<file path="src/rtl/mdio_mgmt_ctrl.sv">
// mdio_mgmt_ctrl: sequences the mdio_driver for a single PHY.
// After reset it waits, writes the initial BMCR value and polls BMCR until
// the self-clearing reset bit drops. It then polls BMSR for link status on
// a fixed interval and shares the driver with one host register port.
module mdio_mgmt_ctrl #(
    parameter logic [4:0]  PHY_ADDR      = 5'd1,
    parameter logic [15:0] INIT_BMCR     = 16'h9140,
    parameter int unsigned RST_WAIT      = 1000,
    parameter int unsigned POLL_INTERVAL = 1000000,
    parameter int unsigned TIMEOUT       = 256
) (
    input  logic        clk,
    input  logic        rst_n,

    output logic        mdio_start,
    output logic        mdio_is_rd,
    output logic [4:0]  mdio_phy_addr,
    output logic [4:0]  mdio_reg_addr,
    output logic [15:0] mdio_wr_data,
    input  logic [15:0] mdio_rd_data,
    input  logic        mdio_o_vld,

    input  logic        host_req,
    input  logic        host_is_rd,
    input  logic [4:0]  host_reg_addr,
    input  logic [15:0] host_wr_data,
    output logic        host_ack,
    output logic [15:0] host_rd_data,

    output logic        init_done,
    output logic        link_up,
    output logic        link_chg,
    output logic        mdio_err
);

    localparam int GW = (RST_WAIT > 1)      ? $clog2(RST_WAIT)      : 1;
    localparam int PW = (POLL_INTERVAL > 1) ? $clog2(POLL_INTERVAL) : 1;
    localparam int TW = (TIMEOUT > 1)       ? $clog2(TIMEOUT)       : 1;

    localparam logic [GW-1:0] GAP_LAST  = GW'(RST_WAIT - 1);
    localparam logic [PW-1:0] POLL_LAST = PW'(POLL_INTERVAL - 1);
    localparam logic [TW-1:0] TO_LAST   = TW'(TIMEOUT - 1);

    localparam logic [2:0] ST_RST_WAIT = 3'd0;
    localparam logic [2:0] ST_ISSUE    = 3'd1;
    localparam logic [2:0] ST_WAIT     = 3'd2;
    localparam logic [2:0] ST_GAP      = 3'd3;
    localparam logic [2:0] ST_IDLE     = 3'd4;

    localparam logic [1:0] OWN_INIT = 2'd0;
    localparam logic [1:0] OWN_POLL = 2'd1;
    localparam logic [1:0] OWN_HOST = 2'd2;

    localparam logic [4:0] REG_BMCR = 5'd0;
    localparam logic [4:0] REG_BMSR = 5'd1;

    logic [2:0]    state;
    logic [1:0]    owner;
    logic [GW-1:0] gap_cnt;
    logic [TW-1:0] to_cnt;
    logic [PW-1:0] poll_cnt;
    logic          poll_pending;
    logic          poll_tick;
    logic          last_host;
    logic          op_is_rd;
    logic [4:0]    op_reg;
    logic [15:0]   op_wdata;
    logic          op_done;
    logic [15:0]   rsp_data;
    logic          host_ok;
    logic          take_poll;
    logic          take_host;

    // The command fields are held in op_* from the issue decision until
    // completion, so the driver sees them stable for the whole transaction.
    assign mdio_start    = (state == ST_ISSUE);
    assign mdio_is_rd    = op_is_rd;
    assign mdio_phy_addr = PHY_ADDR;
    assign mdio_reg_addr = op_reg;
    assign mdio_wr_data  = op_wdata;

    // Completion is either the driver pulse or an abandoned transaction;
    // an abandoned read reports all-ones like an absent PHY would.
    assign op_done  = (state == ST_WAIT) && (mdio_o_vld || (to_cnt == TO_LAST));
    assign rsp_data = mdio_o_vld ? mdio_rd_data : 16'hFFFF;

    // Arbitration: the host is blocked during its own ack cycle so a level
    // request that has not yet been dropped is not accepted twice. When both
    // sources compete the poll wins only right after a host op.
    assign host_ok   = host_req && init_done && !host_ack;
    assign take_poll = (state == ST_IDLE) && poll_pending && (!host_ok || last_host);
    assign take_host = (state == ST_IDLE) && host_ok && !take_poll;

    assign poll_tick = init_done && (poll_cnt == POLL_LAST);

    // Free-running poll interval timer; a tick while a poll is already
    // pending simply leaves it pending.
    always_ff @(posedge clk or negedge rst_n) begin
        if (!rst_n) begin
            poll_cnt     <= '0;
            poll_pending <= 1'b0;
        end else begin
            if (!init_done || poll_tick) begin
                poll_cnt <= '0;
            end else begin
                poll_cnt <= poll_cnt + 1'b1;
            end
            if (poll_tick) begin
                poll_pending <= 1'b1;
            end else if (take_poll) begin
                poll_pending <= 1'b0;
            end
        end
    end

    // Main sequencer: init, issue/wait, completion dispatch and arbitration.
    always_ff @(posedge clk or negedge rst_n) begin
        if (!rst_n) begin
            state        <= ST_RST_WAIT;
            owner        <= OWN_INIT;
            gap_cnt      <= '0;
            to_cnt       <= '0;
            last_host    <= 1'b0;
            op_is_rd     <= 1'b0;
            op_reg       <= 5'd0;
            op_wdata     <= 16'h0000;
            init_done    <= 1'b0;
            link_up      <= 1'b0;
            link_chg     <= 1'b0;
            mdio_err     <= 1'b0;
            host_ack     <= 1'b0;
            host_rd_data <= 16'h0000;
        end else begin
            link_chg <= 1'b0;
            host_ack <= 1'b0;
            case (state)
                ST_RST_WAIT: begin
                    if (gap_cnt == GAP_LAST) begin
                        gap_cnt  <= '0;
                        owner    <= OWN_INIT;
                        op_is_rd <= 1'b0;
                        op_reg   <= REG_BMCR;
                        op_wdata <= INIT_BMCR;
                        state    <= ST_ISSUE;
                    end else begin
                        gap_cnt <= gap_cnt + 1'b1;
                    end
                end
                ST_GAP: begin
                    if (gap_cnt == GAP_LAST) begin
                        gap_cnt  <= '0;
                        owner    <= OWN_INIT;
                        op_is_rd <= 1'b1;
                        op_reg   <= REG_BMCR;
                        op_wdata <= 16'h0000;
                        state    <= ST_ISSUE;
                    end else begin
                        gap_cnt <= gap_cnt + 1'b1;
                    end
                end
                ST_ISSUE: begin
                    to_cnt <= TW'(1);
                    state  <= ST_WAIT;
                end
                ST_WAIT: begin
                    if (op_done) begin
                        if (!mdio_o_vld) begin
                            mdio_err <= 1'b1;
                        end
                        case (owner)
                            OWN_INIT: begin
                                if (!op_is_rd || rsp_data[15]) begin
                                    state <= ST_GAP;
                                end else begin
                                    init_done <= 1'b1;
                                    state     <= ST_IDLE;
                                end
                            end
                            OWN_POLL: begin
                                if (mdio_o_vld) begin
                                    link_up  <= rsp_data[2];
                                    link_chg <= (rsp_data[2] != link_up);
                                end
                                last_host <= 1'b0;
                                state     <= ST_IDLE;
                            end
                            default: begin
                                host_ack     <= 1'b1;
                                host_rd_data <= op_is_rd ? rsp_data : 16'h0000;
                                last_host    <= 1'b1;
                                state        <= ST_IDLE;
                            end
                        endcase
                    end else begin
                        to_cnt <= to_cnt + 1'b1;
                    end
                end
                ST_IDLE: begin
                    if (take_poll) begin
                        owner    <= OWN_POLL;
                        op_is_rd <= 1'b1;
                        op_reg   <= REG_BMSR;
                        op_wdata <= 16'h0000;
                        state    <= ST_ISSUE;
                    end else if (take_host) begin
                        owner    <= OWN_HOST;
                        op_is_rd <= host_is_rd;
                        op_reg   <= host_reg_addr;
                        op_wdata <= host_is_rd ? 16'h0000 : host_wr_data;
                        state    <= ST_ISSUE;
                    end
                end
                default: begin
                    state <= ST_RST_WAIT;
                end
            endcase
        end
    end

endmodule

</file>
<file path="config.mk">
export PLATFORM = sky130hd
export DESIGN_NAME = mdio_mgmt_ctrl
export DESIGN_NICKNAME = d
export VERILOG_FILES = /design/src/rtl/mdio_mgmt_ctrl.sv
export SDC_FILE = /design/constraint.sdc
export NUM_CORES = 1
export LEC_CHECK = 0
export BUFFER_PORTS_ARGS = -buffer_cell sky130_fd_sc_hd__buf_2
export CAP_MARGIN = 20
export CORE_MARGIN = 5
export CORE_UTILIZATION = 61
export CTS_BUF_LIST = sky130_fd_sc_hd__clkbuf_4 sky130_fd_sc_hd__clkbuf_8
export DETAILED_ROUTE_END_ITERATION = 12
export PLACE_DENSITY = 0.88
export SYNTH_ARGS = -nofsm -noshare
export SYNTH_HDL_FRONTEND = slang
export SYNTH_SLANG_ARGS = --single-unit
</file>
<file path="constraint.sdc">
create_clock -name clk -period 3 [get_ports clk]
set_clock_uncertainty 0.1 [all_clocks]
set_input_delay 0.3 -clock clk [delete_from_list [all_inputs] [get_ports clk]]
set_output_delay 0.3 -clock clk [all_outputs]
set_load 0.01 [all_outputs]
</file>
Yosys cells after proc, flatten, opt, wreduce, memory -nomap -nowiden
Cells that the tools add are included.
{ "totals": {"elab_cells": 114, "input_bits": 42, "regBits": 88, "out_inout_bits": 49} }
{ "op_classes": {"bitwise": 4, "n_addsub": 3, "eq_ne": 15, "reduce_logical": 34, "n_mux": 42} }
{ "op_table": {"columns": ["cell", "n"], "rows": [
  ["two-way mux 16 bit", 7],
  ["case mux 16 bit (3 select lines)", 1],
  ["adder 20 x 1 -> 20 bit, second input constant", 1],
  ["equality test 20 bit, second input constant", 1],
  ["two-way mux 20 bit", 1],
  ["two-way mux 3 bit", 6],
  ["case mux 8 bit (2 select lines)", 1],
  ["two-way mux 5 bit", 3],
  ["AND reduction 3 bit", 5],
  ["two-way mux 1 bit", 13],
  ["case mux 3 bit (4 select lines)", 1],
  ["AND reduction 4 bit", 3],
  ["adder 10 x 1 -> 10 bit, second input constant", 1],
  ["equality test 10 bit, second input constant", 1],
  ["two-way mux 10 bit", 1],
  ["case mux 5 bit (2 select lines)", 1],
  ["adder 8 x 1 -> 8 bit, second input constant", 1],
  ["equality test 8 bit, second input constant", 1],
  ["logical AND 1 bit", 8],
  ["two-way mux 8 bit", 1],
  ["!= test 2 bit, second input constant", 4],
  ["equality test 3 x 2 -> 1 bit, second input constant", 2],
  ["two-way mux 2 bit", 3],
  ["nonzero test 2 bit", 3],
  ["other kinds (17)", 28]
]} }

Longest topological paths before layout
{ "logic_depth": {"word_depth": 10, "ltp_mapped": 7, "depth_no_buf": 5} }

Least setup slack after synthesis
No wires, ideal clock.
{ "synth_timing": {"path_kind": "flip-flop to flip-flop", "from": "register poll_cnt[0]", "to": "register poll_cnt[18]", "n_path_buf": 0, "required_time_ps": 2822, "stages_incl_launch_ff": 6, "synth_period_minus_slack_ps": 1928, "slack_ps": 1072, "arrival_ps": 1749, "path_cell_list": "dfrtp_1 -> ha_1 -> nand3_2 -> or3_4 -> or4_1 -> a21oi_1"} }
{ "synth_via": {"elab_chain_len": 4} }
{ "synth_rtl": {"columns": ["element", "line_no", "source"], "rows": [
  ["from (decl)", "61", "logic [PW-1:0] poll_cnt;"],
  ["from (signal assigned)", "106", "poll_cnt <= poll_cnt + 1'b1;"],
  ["parallel branches: the longest is 3 deep, another holds adder 20 x 1 -> 20 bit", null, null],
  ["two-way mux 20 bit (*)", "103", "if (!init_done || poll_tick) begin"]
]} }
Every way passes the cells marked *.
A chain may end at the register's enable or synchronous reset.

Final worst setup path
{ "layout_timing": {"from": "register state[2]", "to": "register op_wdata[9], in the netlist mdio_wr_data[9]"} }
{ "layout_via": {"elab_chain_len": 7} }
{ "layout_rtl": {"columns": ["element", "line_no", "source"], "rows": [
  ["from (decl)", "57", "logic [2:0] state;"],
  ["from (signal assigned)", "119", "state <= ST_RST_WAIT;"],
  ["from (signal assigned)", "144", "state <= ST_ISSUE;"],
  ["from (signal assigned)", "156", "state <= ST_ISSUE;"],
  ["equality test 3 bit", "91, 92, 136", null],
  ["logical AND 1 bit (2 in a row)", "91", "assign take_poll = (state == ST_IDLE) && poll_pending && (!host_ok || last_host);"],
  ["logical NOT 1 bit", "92", "assign take_host = (state == ST_IDLE) && host_ok && !take_poll;"],
  ["logical AND 1 bit", "92", null],
  ["!= test 3 bit (no line)", null, null],
  ["AND reduction 4 bit (no line)", null, null],
  ["to (signal assigned)", "209", "op_wdata <= host_is_rd ? 16'h0000 : host_wr_data;"],
  ["to (decl)", "67", "logic [15:0] op_wdata;"]
]} }
Several ways; a longest one is shown, not always the timed one.

==> impl_metrics.ini <==
[status]
status = complete, no violations

[clocking]
cts_buffer_depth = 2
root_buffer = clkbuf_8
tritoncts = yes
postCtsSetupBuffers = 0
cts_buffers = 9
clkTransAtPathRegs_ns = 0.09
htreeDepth = 3
clock_latency_ns = 0.35
cts_sinks = 88

[floorplan]
io_pins = 91
row_count = 30
chipHeight_microns = 93.88
coreArea_sq_um = 6832
die_area_sq_um = 8813
start_util_pct = 62.82
die_w_microns = 93.88

[finish]
areaGrowthSynthToFinish_pct = 16.30
nets = 541
antenna_cells = 0
final_core_util_pct = 73.06
fin_area_sq_um = 4991
layout-drive-gt1-share_pct = 24.75

[sta]
layout_setup_ws_ns = 0.6786
rsz0062_at_grt = false
final-setup-viol-count = 0
whs_ns = 0.07203
post-route-period-util_pct = 77.38
finalHoldViolCount = 0
setup_tns_ns = 0
fmax_mhz = 430.8
worst_slew_pin_slew_ns = 0.7831
fin_crit_ns = 2.321
relSlewSlack_pct = 47.70
drv_slew = 0

[logic_synthesis]
yosysTopAreaCell = dfrtp_1
yosysMostFrequentCell = dfrtp_1
synth_enable_flop_cells = 0
yosysUniqueCellTypes = 54
synthTopCellsByArea = dfrtp_1, mux2i_1, xnor2_1, o2bb2ai_1, o211ai_1
synth_seq_cells = 88
yosys_warnings = 0
yosysSeqAreaShare_pct = 51.31
synth_area_sq_um = 4292
yosysTopAreaCellShare_pct = 51.31
ys_async_sr_fraction_pct = 100.0
ys.flop_type = dfrtp_1
syn_area_per_cell_sq_um = 10.44
ys_top_cells_by_count = dfrtp_1, nand2_1, inv_1
syn_inst = 411

[place]
placed_area_sq_um = 4752
pre_cts_ws_ns = 0.6999
globalplace.congestion = 0.8114
hpwl_mm = 6.711
numPortBuffers = 85

[grt]
grt_max_degree = 89
first_global_vias = 3433
antenna_found_initial = 0
grt_pass1_wl_mm = 16.12
overflow = 0
grt_usage_pct = 22.67

[setup_path]
r2r_start = state[2]$_DFFE_PN0P_
rrSetupSlack_ns = 0.68
crit_path_max_fanout = 13
crit_required_ns = 3.17
crit_start = state[2]$_DFFE_PN0P_
arrival_ns = 2.49
critical_path_class = flop to flop
critPathCaptureType = flop
worstSetupStartpointType = flop

[drt]
vias = 3468
drt_iter0_markers = 209
drc_errors = 0
drt.antenna.violating_nets = 0
drt-pass1-iter-count = 4
routed_wl_mm = 9.324
routedWlPerCell_microns = 15.62
avgViaCountPerCell = 5.809

[pwr]
leakagePower_nw = 2.223
p_per_area_nw_per_um2 = 413.2
peakVddDrop_uv = 239.1

[run]
max_cap_viol_count = 0

[min_path]
holdCritStartpoint = host_wr_data[11]
hold_class = input pin to flop
report_power, final:
group,leakage (nW),switching (mW),internal (mW),total (mW)
registers,1.10,0,1.18,1.18
logic,1.03,0.0407,0.0251,0.0658
clock network,0.0921,0.415,0.397,0.812
layout make-up:
| class | instances | area [sq um] |
|---|---|---|
| clock inverters | 6 | 70.07 |
| fillers | 472 | 1841 |
| well taps | 96 | 120.1 |
| repair buffers | 90 | 488.0 |
| multi-input cells | 273 | 1852 |
| inverters | 34 | 127.6 |
| clock buffers | 10 | 131.4 |
| flip-flops and latches | 88 | 2202 |
state kept, by name, summed over array words and instances, names as in the netlist, 2 cells and up:
signal	count
gap_cnt	10
mdio_reg_addr	5
mdio_wr_data	16
state	3
host_rd_data	16
poll_cnt	20
to_cnt	8
owner	2
kinds of logic (layout without fill, tap and decap cells):
logic type	Yosys count	count (layout)	synth area share [%]
muxes	26	26	6.210
xor gates and xnor gates	23	23	4.694
adders and majority gates	3	3	0.8747
and+or+nand+nor	135	135	16.85
buffers and inverters	53	140	5.802
DFF	88	88	51.31
other	2	5	0.1750
AOI/OAI and AO/OA	81	81	14.08
path summary, 6_finish.rpt:
kind / end / depth (start not counted)
worst max-delay path: mdio_wr_data[9]$_DFFE_PN0P_ / 4
worst min-delay path: mdio_wr_data[11]$_DFFE_PN0P_ / 3
worst max register to register: mdio_wr_data[9]$_DFFE_PN0P_ / 4
worst min register to register: mdio_err$_DFFE_PN0P_ / 1
max in group asynchronous: poll_cnt[10]$_DFF_PN0_ / 3
min in group asynchronous: mdio_wr_data[11]$_DFFE_PN0P_ / 2
critical path: stages (launching register included):
cell and delay (ns):
dfrtp_1 0.58, or3b_2 0.54, a211oi_2 0.69, nand2_1 0.15, mux2i_1 0.18
what timing repair did:
item	CTS	global route
endpoints found under the hold margin	0	14
hold buffers	0	1
gates resized for setup	0	0
stage by stage:
stage	cells	power, mW
final	597	2.063
after global routing	597	2.136
after CTS	595	2.076
after detailed placement	579	1.270
after global placement	579	1.269
after floorplan	414	1.222
layer usage:
metal / GRT usage, % / vias up / part of all wire (%)
met3: 4.006 / 15 / 5.8
met2: 37.67 / 119 / 50
met4: 7.220 / 0 / 1.8
li1: - / 1622 / -
met1: 30.25 / 1712 / 43
met5: 0 / - / 0
layout by cell type (no fill, tap or decap), types with 2 or more instances in the layout:
| master | synthesis | layout |
|---|---|---|
| clkinv_4 | 0 | 2 |
| or4_1 | 6 | 6 |
| nand2_1 | 34 | 34 |
| o2bb2ai_1 | 16 | 16 |
| or3_4 | 3 | 3 |
| or3_1 | 3 | 3 |
| nand2b_1 | 3 | 3 |
| buf_2 | 4 | 84 |
| and3_1 | 2 | 2 |
| conb_1 | 2 | 5 |
| mux2i_1 | 21 | 21 |
| clkbuf_8 | 0 | 9 |
| xor2_1 | 6 | 6 |
| nor4_1 | 7 | 7 |
| clkinvlp_4 | 0 | 3 |
| a22o_1 | 3 | 3 |
| nor2_1 | 30 | 30 |
| o21ai_0 | 7 | 7 |
| inv_1 | 33 | 33 |
| buf_4 | 6 | 4 |
| o31ai_1 | 4 | 4 |
| ha_1 | 3 | 3 |
| nand4b_1 | 2 | 2 |
| and3b_1 | 2 | 2 |
| nand4_1 | 6 | 6 |
| xnor2_1 | 17 | 17 |
| nand3_1 | 14 | 14 |
| a21oi_1 | 17 | 17 |
| a31oi_1 | 4 | 4 |
| nand3_2 | 3 | 3 |
| dfrtp_1 | 88 | 88 |
| and2_1 | 3 | 3 |
| nor3_1 | 7 | 7 |
| o211ai_1 | 18 | 18 |
| mux2_2 | 5 | 5 |
| nor4b_1 | 4 | 4 |
Power figures use the tool's default switching activity.
